File: src/rtl/alu_pkg.sv
// rtl/alu_pkg.sv - shared flag indices and delay-line types for the ALU result stage
package alu_pkg;

    localparam int FLAG_Z = 3;
    localparam int FLAG_C = 2;
    localparam int FLAG_N = 1;
    localparam int FLAG_O = 0;

    // Widest destination tag a delay-line entry can carry; narrower tags are zero-extended
    localparam int DEST_MAX_W = 8;

    typedef logic [3:0] flags_t;

    typedef struct packed {
        logic                  valid;
        flags_t                mask;
        logic [DEST_MAX_W-1:0] dest;
    } stage_t;

    function automatic flags_t merge_flags(flags_t cur, flags_t upd, flags_t mask);
        return (upd & mask) | (cur & ~mask);
    endfunction

endpackage

File: src/rtl/result_fifo.sv
// rtl/result_fifo.sv - first-word fall-through result buffer with flush and occupancy count
module result_fifo #(
    parameter int DEPTH = 2,
    parameter int WIDTH = 19
) (
    input  logic                       Clock,
    input  logic                       Reset,
    input  logic                       push,
    input  logic [WIDTH-1:0]           push_data,
    input  logic                       pop,
    input  logic                       flush,
    output logic                       valid,
    output logic [WIDTH-1:0]           head,
    output logic [$clog2(DEPTH+1)-1:0] count
);

    localparam int PW = $clog2(DEPTH);
    localparam int CW = $clog2(DEPTH + 1);

    logic [WIDTH-1:0] mem [DEPTH];
    logic [PW-1:0]    wptr;
    logic [PW-1:0]    rptr;
    logic [CW-1:0]    cnt;
    logic             do_pop;
    logic             full;

    assign full   = (cnt == CW'(DEPTH));
    assign do_pop = pop & (cnt != '0);
    assign valid  = (cnt != '0);
    assign head   = valid ? mem[rptr] : '0;
    assign count  = cnt;

    always_ff @(posedge Clock) begin
        if (Reset || flush) begin
            wptr <= '0;
            rptr <= '0;
            cnt  <= '0;
        end else begin
            assert (!(push && full));
            if (push)
                wptr <= wptr + 1'b1;
            if (do_pop)
                rptr <= rptr + 1'b1;
            cnt <= cnt + CW'(push) - CW'(do_pop);
        end
    end

    // Storage needs no reset: head is masked to zero while empty
    always_ff @(posedge Clock) begin
        if (push && !flush && !Reset)
            mem[wptr] <= push_data;
    end

endmodule

File: src/rtl/alu_result_stage.sv
// rtl/alu_result_stage.sv - ALU latency tracker, flag register and result buffer; ALU_RESULT_STAGE_STICKY_OVF_EN adds sticky overflow
module alu_result_stage
    import alu_pkg::*;
#(
    parameter int ALU_LATENCY = 2,
    parameter int FIFO_DEPTH  = 2,
    parameter int DEST_W      = 3
) (
    input  logic              Clock,
    input  logic              Reset,
    input  logic              IssueValid,
    output logic              IssueReady,
    input  logic [3:0]        IssueFlagMask,
    input  logic [DEST_W-1:0] IssueDest,
    input  logic [15:0]       ALUOut,
    input  logic [3:0]        FlagsOut,
    input  logic              Flush,
    output logic              ResValid,
    input  logic              ResReady,
    output logic [15:0]       ResData,
    output logic [DEST_W-1:0] ResDest,
    output logic [3:0]        Flags,
    output logic              CarryOut,
    input  logic              ClearSticky,
    output logic              StickyOvf
);

    localparam int CW  = $clog2(FIFO_DEPTH + ALU_LATENCY + 1);
    localparam int FCW = $clog2(FIFO_DEPTH + 1);
    localparam int RW  = 16 + DEST_W;

    stage_t           stage_q [ALU_LATENCY];
    flags_t           flags_q;
    logic             accept;
    logic             capture;
    logic [CW-1:0]    inflight;
    logic [FCW-1:0]   fifo_count;
    logic [RW-1:0]    fifo_head;

    // Credits come from registered state only, so a same-cycle pop never frees a slot
    always_comb begin
        inflight = '0;
        for (int i = 0; i < ALU_LATENCY; i++)
            inflight = inflight + CW'(stage_q[i].valid);
    end

    assign IssueReady = ((inflight + CW'(fifo_count)) < CW'(FIFO_DEPTH)) & ~Flush;
    assign accept     = IssueValid & IssueReady;
    assign capture    = stage_q[ALU_LATENCY-1].valid & ~Flush;

    always_ff @(posedge Clock) begin
        if (Reset || Flush) begin
            for (int i = 0; i < ALU_LATENCY; i++)
                stage_q[i] <= '0;
        end else begin
            stage_q[0].valid <= accept;
            stage_q[0].mask  <= IssueFlagMask;
            stage_q[0].dest  <= DEST_MAX_W'(IssueDest);
            for (int i = 1; i < ALU_LATENCY; i++)
                stage_q[i] <= stage_q[i-1];
        end
    end

    always_ff @(posedge Clock) begin
        if (Reset)
            flags_q <= '0;
        else if (capture)
            flags_q <= merge_flags(flags_q, FlagsOut, stage_q[ALU_LATENCY-1].mask);
    end

    assign Flags    = flags_q;
    assign CarryOut = flags_q[FLAG_C];

    result_fifo #(
        .DEPTH (FIFO_DEPTH),
        .WIDTH (RW)
    ) u_fifo (
        .Clock     (Clock),
        .Reset     (Reset),
        .push      (capture),
        .push_data ({ALUOut, stage_q[ALU_LATENCY-1].dest[DEST_W-1:0]}),
        .pop       (ResReady),
        .flush     (Flush),
        .valid     (ResValid),
        .head      (fifo_head),
        .count     (fifo_count)
    );

    assign ResData = fifo_head[RW-1:DEST_W];
    assign ResDest = fifo_head[DEST_W-1:0];

`ifdef ALU_RESULT_STAGE_STICKY_OVF_EN
    logic sticky_q;

    // A new overflow beats a clear on the same edge
    always_ff @(posedge Clock) begin
        if (Reset)
            sticky_q <= 1'b0;
        else if (capture && stage_q[ALU_LATENCY-1].mask[FLAG_O] && FlagsOut[FLAG_O])
            sticky_q <= 1'b1;
        else if (ClearSticky)
            sticky_q <= 1'b0;
    end

    assign StickyOvf = sticky_q;
`else
    logic unused_clear_sticky;
    assign unused_clear_sticky = ClearSticky;
    assign StickyOvf = 1'b0;
`endif

endmodule

File: config.mk
export PLATFORM = sky130hd
export DESIGN_NAME = alu_result_stage
export DESIGN_NICKNAME = d
export VERILOG_FILES = /design/src/rtl/alu_pkg.sv /design/src/rtl/result_fifo.sv /design/src/rtl/alu_result_stage.sv
export SDC_FILE = /design/constraint.sdc
export NUM_CORES = 1
export LEC_CHECK = 0
export CAP_MARGIN = 20
export CORE_AREA = 2 2 77 79
export CTS_CLUSTER_SIZE = 28
export DETAILED_ROUTE_END_ITERATION = 16
export DIE_AREA = 0 0 79 81
export PLACE_DENSITY_LB_ADDON = 0.1
export SLEW_MARGIN = 20
export SYNTH_ARGS = -nofsm -noshare
export SYNTH_HDL_FRONTEND = slang
export SYNTH_HIERARCHICAL = 1
export SYNTH_SLANG_ARGS = --single-unit
File: constraint.sdc
create_clock -name Clock -period 7.5 [get_ports Clock]
set_input_delay 2.25 -clock Clock [delete_from_list [all_inputs] [get_ports Clock]]
set_output_delay 2.25 -clock Clock [all_outputs]
set_load 0.02 [all_outputs]
### Yosys cells after proc, flatten, opt, wreduce, memory -nomap -nowiden

Memory sizes are Yosys's and may differ from the RTL's. A register that Yosys moved wholly into a read port is not among the register bits.
Cells that the tools add are included.

* $add $sub $neg: 6
* $lt $le $gt $ge: 1
* muxes and demuxes: 12
* bitwise operators: 13
* reduce and logical (&&, ||, !) cells: 6

Operator list (count)
* $mux 19: 1
* $mux 13: 1
* $and 4x4->4: 2
* $mux 1: 8
* $mux 8: 1
* $and 1x1->1: 4
* $mux 4: 1
* $not 4->4: 1
* $or 1x1->1: 4
* $or 4x4->4: 1
* $add 2x2->3: 1
* $lt 3x2->1 const B: 1
* $add 1x1->1 const B: 2
* $add 1x1->2: 1
* $add 2x1->2: 1
* $logic_and 1x1->1: 2
* $logic_not 1->1: 2
* $reduce_bool 2->1: 1
* $sub 2x1->2: 1
* $logic_or 1x1->1: 1
* $not 1->1: 1

* register bits: 8
* memory bits (writable): 64
* bits of input ports: 33
* output and inout port bits: 27
* logic and storage cells: 44
* memories kept: 2

Memory list
* u_fifo.mem: depth 2, bits a word 19, rd ports 1, clocked after memory_dff 1, write ports 1, RTL line result_fifo.sv:20 `logic [WIDTH-1:0] mem [DEPTH];`
* stage_q: depth 2, bits a word 13, rd ports 2, clocked after memory_dff 0, write ports 2, RTL line alu_result_stage.sv:32 `stage_t stage_q [ALU_LATENCY];`

### Depth between registers and ports, before layout

An unclocked memory read counts as a cell.

* depth after elaboration: 7
* mapped depth: 6
* mapped depth without buffers: 6

### By module

The synthesis kept the hierarchy.

By module, submodules not included
* result_fifo: times used 1, cells each 104, area an instance 1692.9 um^2, sequential area each 1241.2 um^2
* alu_result_stage: times used 1, cells each 60, area an instance 696.9 um^2, sequential area each 400.4 um^2

### Worst setup path after synthesis

Ideal clock, no wire load.

* path type: in2reg
* start point: input Flush
* end point: memory u_fifo.mem[0][0] (enable)
* setup time: 0.451 ns
* arrival: 4.545 ns
* data required time: 7.049 ns
* setup slack: 2.504 ns
* stages on the path: 2
* path buffers: 0
* cell sequence: nor2b_1 nor4b_1

* word-level cells in the longest chain between the ends: 6
* elaborated cells on any way between the ends: 7
* classes of those cells: 2 x mux; 2 x bitwise; 3 x reduce/logical

RTL lines
* start, declared: RTL line alu_result_stage.sv:17 `input logic Flush,`
* $not 1->1: RTL line alu_result_stage.sv:49 `assign capture = stage_q[ALU_LATENCY-1].valid & ~Flush;`
* $and 1x1->1: RTL line alu_result_stage.sv:49
* $logic_and 1x1->1 (*) (2 in series): RTL line result_fifo.sv:50 `if (push && !flush && !Reset)`
* $mux 1 (*): RTL line result_fifo.sv:50
* $mux 1 (implied by the code) (*): RTL line result_fifo.sv:51 `mem[wptr] <= push_data;`
* end, declared: RTL line result_fifo.sv:20

Every way passes the cells marked *; elsewhere a longest branch is shown, timed or not.

### Worst setup path after layout

* start point: input Flush
* end point: output IssueReady

* word-level cells in the longest chain between the ends: 2

RTL lines
* $not 1->1: RTL line alu_result_stage.sv:47 `assign IssueReady = ((inflight + CW'(fifo_count)) < CW'(FIFO_DEPTH)) & ~Flush;`
* $and 1x1->1: RTL line alu_result_stage.sv:47
* end, declared: RTL line alu_result_stage.sv:12 `output logic IssueReady,`

No other way between the ends.

==> results.yml <==
synthesis:
  synthCells: 164
  yosysUniqueCellTypes: 26
  synth.yosys.warnings: 6
  ys_seq_area_share_pct: 68.7
  syn_avg_cell_area_um2: 14.6
  synth_fp_nets: 200
  synth-seq-cells: 63
  syn_area_um2: 2390
drt:
  drtIter0Drc: 36
  drc: 0
  antenna_left: 0
  totalWireLength_mm: 3.89
  dr_total_vias: 1389
  dr.pass1.iters: 4
  viasPerCell: 4.52
  wl_per_cell_um: 12.7
global_routing:
  grt-ovfl-total: 0
  antenna_found_initial: 0
  grt_max_degree: 21
  grt_pass1_vias: 1298
  groute.usage.overall_pct: 12.9
  grt_pass1_wl_mm: 5.93
cts:
  post_cts_resized: 0
  insertion_delay_ns: 0.33
  hold_buffers: 0
  clockBufferDepth: 2
  cts_tree: "built"
  h-tree-depth: 3
  cts_made_buffers: 9
  clkTransAtPathRegs_ns: 0.07
  clock_sink_count: 63
  clockRootBuffer: "clkbuf_8"
  postCtsSetupBuffers: 0
floorplanning:
  die_y_um: 81
  core_region_area_um2: 5680
  core.rowCount: 28
  die_x_um: 79
  die_area_um2: 6400
  initial_utilization_pct: 42.1
  io_pins: 60
job:
  maxCapViolations: 0
finish:
  fin_nets: 263
  drive_gt1_share_pct: 10.8
  multi_input_area_um2: 687
  final_cells: 307
  syn2layout_area_growth_pct: 36.9
  fill_cells: 500
  mostFrequentLayoutCells: "clkdlybuf4s50_1 (57), edfxtp_1 (38), dfxtp_1 (24), mux2i_1 (23), nor2_1 (21)"
  diodes: 0
  final_common_cell: "clkdlybuf4s50_1"
  seqCellArea_um2: 1640
  stdcell_area_um2: 3270
power:
  p_leak_uw: 0.00115
  p_sw_uw: 139
  internal_power_uw: 602
  pwr-share-comb_pct: 3.7
  power_frac_clock_pct: 46.5
  p_sw_share_pct: 18.7
  ir_drop_v: 0.000121
  p_per_area_nw_per_um2: 226
  power.share.sequential_pct: 49.8
placed_design:
  gp_congestion: 0.651
  dp.cells: 291
  hpwl_mm: 2.56
  place_area_um2: 3020
  place.port_buffers: 57
  place_ws_ns: 1.32
worst_hold_path:
  hp-class: "register to register"
timing:
  final-hold-violation-count: 0
  tightest_slew_ns: 0.916
  drv_slew: 0
  slew_headroom_pct: 39.0
  period_share_pct: 82.1
  rsz0062_at_grt: "false"
  fmax_mhz: 162
  setup_slack_ns: 1.34
  min_period_ns: 6.16
  clock_skew_ns: 0.00778
  setup_viol_count_final: 0
  holdWs_ns: 0.426
  tns_ns: 0
critical_path:
  critPathMaxFanout: 13
  end_kind: "output port"
  critical_path_class: "input port to output port"
  startpoint_type: "input port"
  required_ns: 5.25
  crit_arrival_ns: 3.91
outcome:
  status: "finished, final reports clean"
[power groups by stage]
stage | combinational (µW) | clock [µW] | sequential (µW)
2_1_floorplan | 7.05 | 0 | 376
3_3_place_gp | 26.7 | 0 | 377
3_5_place_dp | 27.8 | 0 | 377
4_1_cts | 27.9 | 352 | 369
5_1_grt | 30.0 | 366 | 369
6_report | 27.4 | 344 | 369
[critical path: stages]
cell and delay, ns:
clkdlybuf4s50_1 0.68, a2111oi_4 0.32, clkdlybuf4s50_1 0.66
[cell type report]
type / instances / area share, %
Clock inverter: 4 / 1.61
Sequential cell: 63 / 50.2
Tap cell: 75 / 2.87
Multi-Input combinational cell: 91 / 21.0
Timing Repair Buffer: 59 / 17.9
Inverter: 3 / 0.344
Clock buffer: 12 / 6.08
[synth_stat cells (all sizes together)]
library cell,n,share of area [%]
edfxtp,38,48
dfxtp,25,21
mux2i,23,9.6
nor2,22,3.6
and2,16,4.2
nand2b,8,2.1
buf,7,2.4
nand3b,4,1.3
ha,3,1.6
inv,3,0.47
nor3,3,0.84
and3,2,0.52
mux2,2,0.94
a2111oi,1,1.2
conb,1,0.16
nor2b,1,0.26
nor3b,1,0.31
nor4b,1,0.37
o21a,1,0.31
xnor2,1,0.37
xnor3,1,0.94
[state kept, by name, indices dropped and copies added (netlist names), named ones only]
| name | flops |
|---|---|
| u_fifo/wptr | 1 |
| stage_q | 16 |
| u_fifo/count | 2 |
| u_fifo/mem | 38 |
| u_fifo/rptr | 1 |
[cell families (layout without fill, tap and decap cells)]
logic type                 Yosys count  after routing  share of synthesized area [%]
AOI/OAI and AO/OA                    2              2                           1.47
DFF                                 63             63                           68.7
other                                1              1                          0.157
muxes                               25             25                           10.6
adders and majority gates            3              3                           1.57
buffers and inverters               10             78                           2.83
and+or+nand+nor                     58             58                           13.4
xor gates and xnor gates             2              2                           1.31
[stage by stage]
stage / power, µW / util (%)
after floorplan: 384 / -
after global placement: 403 / 53.2
after detailed placement: 404 / 53.2
after CTS: 749 / 57.6
after global routing: 765 / 57.6
final: 740 / 57.6
[layer usage]
metal	share of wire (%)	global-route usage, %
met1	42	14.1
met2	51	21.3
met3	5.0	3.44
met4	2.4	10.3
met5	0	0
[final timing paths]
kind,endpoint,start,slack [ns],depth (start not counted)
max,IssueReady,Flush,1.34,3
min reg2reg,stage_q[0][13],stage_q[0][0],0.43,1
min,stage_q[0][13],stage_q[0][0],0.43,1
max reg2reg,u_fifo/mem[1][7],stage_q[0][25],5.51,2
Power figures use the tool's default switching activity.
